==> src/rtl/burst_pkg.sv <==
// Shared types and defaults for the two-requester burst arbiter.
// Grant index is a single bit: 0 = requester 0, 1 = requester 1.
package burst_pkg;

  localparam int DATA_W_DEF = 32;
  localparam int ADDR_W_DEF = 4;
  localparam int LEN_W_DEF  = 4;

  typedef enum logic [1:0] {
    IDLE  = 2'd0,
    BURST = 2'd1,
    DONE  = 2'd2
  } state_e;

  typedef logic gidx_t;

endpackage

==> src/rtl/rr_pick2.sv <==
// Two-way round-robin pick: a lone valid wins, a tie goes to the side
// that was not granted last. Purely combinational, one-hot output.
module rr_pick2 (
  input  logic [1:0] valid,
  input  logic       last,
  output logic [1:0] pick
);

  always_comb begin
    pick = valid;
    if (valid == 2'b11) pick = last ? 2'b01 : 2'b10;
  end

endmodule

==> src/rtl/burst_arbiter.sv <==
// Round-robin arbiter that sequences one burst at a time, one beat per
// cycle, from either of two requesters onto a single-port memory.
module burst_arbiter
  import burst_pkg::*;
#(
  parameter int DATA_W = DATA_W_DEF,
  parameter int ADDR_W = ADDR_W_DEF,
  parameter int LEN_W  = LEN_W_DEF
) (
  input  logic              clock,
  input  logic              reset,
  input  logic              io_req_0_valid,
  input  logic              io_req_0_wr,
  input  logic [ADDR_W-1:0] io_req_0_address,
  input  logic [LEN_W-1:0]  io_req_0_length,
  input  logic [DATA_W-1:0] io_req_0_wdata,
  output logic              io_req_0_ready,
  output logic              io_req_0_wbeat,
  output logic              io_req_0_rvalid,
  output logic [DATA_W-1:0] io_req_0_rdata,
  output logic              io_req_0_done,
  input  logic              io_req_1_valid,
  input  logic              io_req_1_wr,
  input  logic [ADDR_W-1:0] io_req_1_address,
  input  logic [LEN_W-1:0]  io_req_1_length,
  input  logic [DATA_W-1:0] io_req_1_wdata,
  output logic              io_req_1_ready,
  output logic              io_req_1_wbeat,
  output logic              io_req_1_rvalid,
  output logic [DATA_W-1:0] io_req_1_rdata,
  output logic              io_req_1_done,
  output logic              io_mem_en,
  output logic              io_mem_we,
  output logic [ADDR_W-1:0] io_mem_addr,
  output logic [DATA_W-1:0] io_mem_wdata,
  input  logic [DATA_W-1:0] io_mem_rdata
);

  state_e            state_q, state_d;
  gidx_t             g_q, g_d;
  gidx_t             last_q, last_d;
  logic              wr_q, wr_d;
  logic              rvld_q, rvld_d;
  logic [ADDR_W-1:0] addr_q, addr_d;
  logic [LEN_W-1:0]  rem_q, rem_d;
  logic [1:0]        pick;

  rr_pick2 u_pick (
    .valid ({io_req_1_valid, io_req_0_valid}),
    .last  (last_q),
    .pick  (pick)
  );

  always_comb begin
    state_d = state_q;
    g_d     = g_q;
    last_d  = last_q;
    wr_d    = wr_q;
    addr_d  = addr_q;
    rem_d   = rem_q;
    rvld_d  = 1'b0;
    case (state_q)
      IDLE: begin
        if (pick != 2'b00) begin
          g_d     = gidx_t'(pick[1]);
          wr_d    = pick[1] ? io_req_1_wr      : io_req_0_wr;
          addr_d  = pick[1] ? io_req_1_address : io_req_0_address;
          rem_d   = pick[1] ? io_req_1_length  : io_req_0_length;
          state_d = (rem_d == '0) ? DONE : BURST;
        end
      end
      BURST: begin
        // Address wraps naturally at the counter width.
        addr_d = addr_q + ADDR_W'(1);
        rem_d  = rem_q - LEN_W'(1);
        rvld_d = ~wr_q;
        if (rem_q == LEN_W'(1)) state_d = DONE;
      end
      DONE: begin
        last_d  = g_q;
        state_d = IDLE;
      end
      default: state_d = IDLE;
    endcase
  end

  always_ff @(posedge clock) begin
    if (reset) begin
      state_q <= IDLE;
      g_q     <= 1'b0;
      last_q  <= 1'b1;
      wr_q    <= 1'b0;
      rvld_q  <= 1'b0;
      addr_q  <= '0;
      rem_q   <= '0;
    end else begin
      state_q <= state_d;
      g_q     <= g_d;
      last_q  <= last_d;
      wr_q    <= wr_d;
      rvld_q  <= rvld_d;
      addr_q  <= addr_d;
      rem_q   <= rem_d;
    end
  end

  logic in_burst, in_done, wbeat;
  assign in_burst = (state_q == BURST);
  assign in_done  = (state_q == DONE);
  assign wbeat    = in_burst & wr_q;

  assign io_req_0_ready  = (state_q == IDLE) & pick[0];
  assign io_req_1_ready  = (state_q == IDLE) & pick[1];

  assign io_mem_en    = in_burst;
  assign io_mem_we    = wbeat;
  assign io_mem_addr  = in_burst ? addr_q : '0;
  assign io_mem_wdata = wbeat ? (g_q ? io_req_1_wdata : io_req_0_wdata) : '0;

  // The non-granted side sees all zeros, including read data.
  assign io_req_0_wbeat  = wbeat & ~g_q;
  assign io_req_1_wbeat  = wbeat &  g_q;
  assign io_req_0_rvalid = rvld_q & ~g_q;
  assign io_req_1_rvalid = rvld_q &  g_q;
  assign io_req_0_rdata  = io_req_0_rvalid ? io_mem_rdata : '0;
  assign io_req_1_rdata  = io_req_1_rvalid ? io_mem_rdata : '0;
  assign io_req_0_done   = in_done & ~g_q;
  assign io_req_1_done   = in_done &  g_q;

endmodule

==> config.mk <==
export PLATFORM = sky130hd
export DESIGN_NAME = burst_arbiter
export DESIGN_NICKNAME = d
export VERILOG_FILES = /design/src/rtl/burst_pkg.sv /design/src/rtl/rr_pick2.sv /design/src/rtl/burst_arbiter.sv
export SDC_FILE = /design/constraint.sdc
export NUM_CORES = 1
export LEC_CHECK = 0
export CORE_ASPECT_RATIO = 1.25
export CORE_MARGIN = 5
export CORE_UTILIZATION = 28
export DETAILED_ROUTE_END_ITERATION = 12
export PLACE_DENSITY = 0.87
export SLEW_MARGIN = 25
export SYNTH_ARGS = -nofsm -noshare
export SYNTH_HDL_FRONTEND = slang
export SYNTH_SLANG_ARGS = --single-unit
==> constraint.sdc <==
create_clock -name clock -period 3.05 [get_ports clock]
set_input_delay 0.305 -clock clock [delete_from_list [all_inputs] [get_ports clock]]
set_output_delay 0.305 -clock clock [all_outputs]
set_load 0.03 [all_outputs]
==> impl_metrics.toml, run 1 <==
[outcome]
status = "finished, final reports clean"

[timing]
finClkSkew_ps = 3.13
fmax_mhz = 367
finalSetupViolCount = 0
setup_tns_ps = 0
period_share = 0.894
hold_viol_final = 0
worst_pin_slew_ps = 817
hold-worst-slack_ps = 484
fin_crit_ps = 2730
rsz0062_at_grt = "false"
max-slew-margin-rel = 0.455
final_max_slew_viol_count = 0

[final_layout]
layoutNonFillerInstCount = 556
nNetsFinal = 593
multi_input_area_um2 = 1390
antenna_cells_inserted = 0
ff_latch_area_um2 = 282
drive_gt1_frac = 0.132
syn2layout_area_growth_pct = 131
filler_cell_count = 515

[synth]
synth_top_cell_area_share = 0.190
syn_nets = 371
syn_area_per_cell_um2 = 7.15
synthAdderAreaFrac = 0.0210
synth_compound_area_frac = 0.104
yosysSeqAreaShare = 0.157
synth_area_leaders = "mux2i_1, dfxtp_1, and2_1, and3_1, nor2_1"
postSynthCellCount = 250
synthesis.area_um2 = 1790
yosys.area.top_type = "mux2i_1"
synthSimpleGateAreaFrac = 0.401
ys_seq_elements = 14
synth.mux.area_fraction = 0.243
ys_types = 33
synth_top_family_by_area = "simple AND/OR/NAND/NOR gates"
yosysWarnings = 0
yosys.area_share.xor_xnor = 0.00490

[grt]
antenna_found_initial = 0
grt_max_degree = 35
grt_pass1_wl_um = 14500
gr-total-overflow = 0
grtUsageTotal = 0.230
grt_pass1_vias = 2671

[setup_path]
cp-start-kind = "register"
ff2ff_path_depth = 5
crit_path_end_kind = "output port"
cp_slowest_cell = "clkdlybuf4s50_1"
slowest_delay_ps = 690
cp_max_fo = 20
path_class = "reg -> out"
cp_data_arrival_time_ps = 2420
required_ps = 2740
crit_path_cell_trace = "nand2b_1 -> inv_2 -> nand2_2 -> buf_4 -> nor2_1 -> clkdlybuf4s50_1"

[detailed_routing]
wl_um = 9970
wl_per_cell_um = 17.9
vias = 2632
drtIter0Drc = 72
vias_per_cell = 4.73
first_pass_iters = 4
ant_nets = 0
drc = 0

[place]
dp.final_hpwl_um = 8690
port-buffer-count = 227
place_inst = 552
gp_congestion = 0.896

[clock_tree]
clkTransAtPathRegs_ps = 60
ctsResizeCount = 0
cts_setup_buffers = 0
htree_levels = 1
clk_latency_ps = 250
cts_hold_buf = 0
ctsRootBufferMaster = "clkbuf_8"
cts_tree = "done"
cts_made_buffers = 3
clock_sinks = 14
cts.path.max_buffers = 2

[die]
ios = 228
rows = 32
start_util = 0.288
core_um2 = 6210
fp.dieArea_um2 = 8090
fp.dieH_um = 99.3
die_width_um = 81.5

[worst_hold_path]
hold_path_depth = 1
hp-class = "reg -> reg"

[power]
p_leak_uw = 0.00176
irDropWorstVdd_mv = 0.345
powerDensity_nw_per_um2 = 293

[job]
maxCapViolations = 0
-- power breakdown --
part	internal [uW]	leakage, uW	total (uW)	switching, uW
logic	384	0.00162	752	369
registers	216	0.000116	276	60.7
clock network	115	0.0000288	183	68.8
total	714	0.00176	1210	498
-- stage by stage --
step / util / setup slack, ps / area [um^2] / total power [uW]
floorplan: - / 1190 / 1790 / 672
global placement: 0.656 / 500 / 4070 / 1020
detailed placement: 0.656 / 372 / 4070 / 1030
CTS: 0.665 / 107 / 4130 / 1220
global route: 0.666 / 136 / 4130 / 1290
finish: 0.666 / 322 / 4130 / 1210
-- state kept, by name, indices dropped and copies added, names as in the netlist --
name     cells
addr_q       4
g_q          1
last_q       1
rem_q        4
rvld_q       1
state_q      2
wr_q         1
-- final timing paths --
check,from,endpoint,slack [ps]
max,state_q[0],io_mem_wdata[2],320
min reg2reg,wr_q,rvld_q,480
max reg2reg,last_q,addr_q[2],1440
min,wr_q,rvld_q,480
-- metal layers --
metal,track usage,up-vias,wire length (um)
met4,0.0637,0,221
met5,0,-,0
met3,0.0888,17,1270
met2,0.423,133,5100
li1,-,1299,-
met1,0.236,1183,3380
-- cells by family (layout without fill, tap and decap cells) --
group / Yosys count / count (layout)
DFF: 14 / 14
AOI/OAI and AO/OA: 24 / 24
and+or+nand+nor: 137 / 137
buffers and inverters: 29 / 250
xor gates and xnor gates: 1 / 1
muxes: 42 / 42
adders and majority gates: 3 / 3
-- final cells by class --
type	count	area share
multi-input cells	207	0.335
inverters	8	0.00727
repair buffers	238	0.550
clock buffers	4	0.0133
flip-flops and latches	14	0.0682
well taps	85	0.0257
-- critical path: cells and delay by family (launching register included) --
family,cells,cell delay [ps]
AND/OR/NAND/NOR,3,560
buffers and inverters,3,1150
flip-flops,1,450
-- cell usage in the layout, fill, tap and decap left out, types with 2 or more instances in the layout --
cell type and n:
clkdlybuf4s50_1 194, nor2_1 50, buf_4 44, and2_1 37, mux2i_1 34, and3_1 32, dfxtp_1 13, a21oi_1 9
inv_1 7, mux2_2 7, nor3_1 4, clkbuf_8 4, nand2b_1 3, nand2_1 3, ha_1 3, nor2b_1 2
nor4_1 2, a22oi_1 2, o21ai_0 2, a32o_1 2, a221oi_1 2, a222oi_1 2
-- Yosys cell counts --
cell       instances
a21boi_4           1
dfxtp_1           14
nand2b_1           3
buf_6              1
mux2_2             7
mux2_4             1
inv_2              1
a222oi_1           2
and2_1            37
and3_1            32
ha_1               3
buf_2              7
a221oi_1           2
and2_2             1
a211oi_1           1
nor4_1             2
or2_0              1
mux2i_1           34
a2111oi_2          1
nor2_1            50
a32o_1             2
nand3_1            1
inv_1              7
nor2b_1            2
a22oi_1            2
o21ai_0            2
o21a_1             1
a211o_1            1
nand2_1            4
clkbuf_1          13
a21oi_1            9
nor3_1             4
xor2_1             1
No activity file was read; power rests on OpenSTA's default activity.
==> run 2, diff against run 1 <==
CORE_ASPECT_RATIO = unset   (was 1.25)
CORE_UTILIZATION = 29   (was 28)
CTS_BUF_LIST = sky130_fd_sc_hd__clkbuf_2   (was unset)
CTS_CLUSTER_SIZE = 16   (was unset)
PLACE_DENSITY = 0.9   (was 0.87)
==> run 2 against run 1 <==
  * Final area decreased by 1.8%
  * Combinational power decreased by 0.5%
  * Critical path depth unchanged
  * Worst setup slack better by 130 ps
  * Cell count down 2.7%
  * Clock skew increased by 1.3 ps
  * Power decreased by 8.5%
  * Clock power shrank 49%
  * Clock-buffer cell count shrank 1
  * Routed wire length shrank 6.1%
  * Highest routed layer unchanged
==> impl_metrics.toml, run 2 (synthesis gave the netlist of run 1 again) <==
[outcome]
status = "finished, final reports clean"

[die]
rows = 28
die_width_um = 88.5
fp.dieH_um = 88.5
ios = 228
core_um2 = 5960
fp.dieArea_um2 = 7840
start_util = 0.300

[grt]
antenna_found_initial = 0
gr-total-overflow = 0
grt_pass1_vias = 2386
grtUsageTotal = 0.212
grt_pass1_wl_um = 12900
grt_max_degree = 36

[final_layout]
filler_cell_count = 475
fin_area_um2 = 4050
layoutNonFillerInstCount = 541
largestRegisters = "addr_q x4, rem_q x4, state_q x2"
final_common_cell = "clkdlybuf4s50_1"
antenna_cells_inserted = 0
syn2layout_area_growth_pct = 127
final_cell_mix = "clkdlybuf4s50_1, nor2_1, buf_4"
drive_gt1_frac = 0.118
final_util = 0.681
nNetsFinal = 588

[power]
irDropWorstVdd_mv = 0.250
p_leak_uw = 0.00172
powerDensity_nw_per_um2 = 273

[clock_tree]
cts_setup_buffers = 0
cts_hold_buf = 0
clock_sinks = 14
cts_made_buffers = 3
clkTransAtPathRegs_ps = 140
cts.path.max_buffers = 2
ctsResizeCount = 0
cts_tree = "done"
htree_levels = 1
ctsRootBufferMaster = "clkbuf_2"
clk_latency_ps = 290

[setup_path]
cp_data_arrival_time_ps = 2300
path_class = "reg -> out"
cp_max_fo = 35
required_ps = 2740
cp-start-kind = "register"
crit_path_end_kind = "output port"

[detailed_routing]
drc = 0
ant_nets = 0
wl_per_cell_um = 17.3
first_pass_iters = 4
wl_um = 9360
drtIter0Drc = 99
vias = 2580
vias_per_cell = 4.77

[place]
place_inst = 537
gp_congestion = 0.880
dp.final_hpwl_um = 8060
placed_area_um2 = 4040
port-buffer-count = 227

[timing]
period_share = 0.853
worst_pin_slew_ps = 558
rsz0062_at_grt = "false"
finalSetupViolCount = 0
max-slew-margin-rel = 0.627
hold_viol_final = 0
final_max_slew_viol_count = 0
setup_tns_ps = 0
fin_crit_ps = 2600
fmax_mhz = 384
finClkSkew_ps = 4.46
hold-worst-slack_ps = 492

[worst_hold_path]
hp-class = "reg -> reg"

[job]
maxCapViolations = 0
==> run 2: critical path: stages (launching register included) <==
cell and delay (ps):
dfxtp_1 480, nand2b_1 190, inv_2 150, nand2_1 60, buf_4 240, nor2_1 160
clkdlybuf4s50_1 690
==> run 2: final timing paths <==
| path | from | to | slack [ps] | depth (start not counted) |
|---|---|---|---|---|
| setup / recovery | state_q[0] | io_mem_wdata[0] | 450 | 6 |
| setup reg to reg | last_q | rem_q[2] | 1480 | 5 |
| hold reg to reg | wr_q | rvld_q | 490 | 1 |
| hold / removal | wr_q | rvld_q | 490 | 1 |
==> run 2: report_power, final <==
part	switching (uW)	internal, uW	total [uW]	leakage [uW]
sequential	52.3	215	268	0.000116
combinational	369	379	748	0.00159
clock	64.0	28.5	92.5	0.0000140
total	486	623	1110	0.00172
==> run 2: routing by layer <==
layer  GRT usage  wire (um)  part of all wire  vias to the layer above
met4      0.0591        237             0.025                        0
met5           0          0                 0                        -
met1       0.247       3470              0.37                     1132
met3      0.0503        943              0.10                       19
met2       0.384       4710              0.50                      137
li1            -          -                 -                     1292
==> run 2: layout make-up <==
type                       instances  area (um^2)  share of cell area
tap                               75         93.8              0.0231
multi-input combinational        207         1380               0.341
sequential                        14          282              0.0694
timing repair buffer             233         2250               0.554
clock inverter                     1         3.75            0.000926
inverter                           8         30.0             0.00741
clock buffer                       3         15.0             0.00370
==> run 2: metrics by stage <==
step / power (uW) / setup WS [ps]
3_5_place_dp: 1020 / 790
5_1_grt: 1180 / 281
2_1_floorplan: 672 / 1190
3_3_place_gp: 1010 / 829
4_1_cts: 1110 / 460
6_report: 1110 / 448
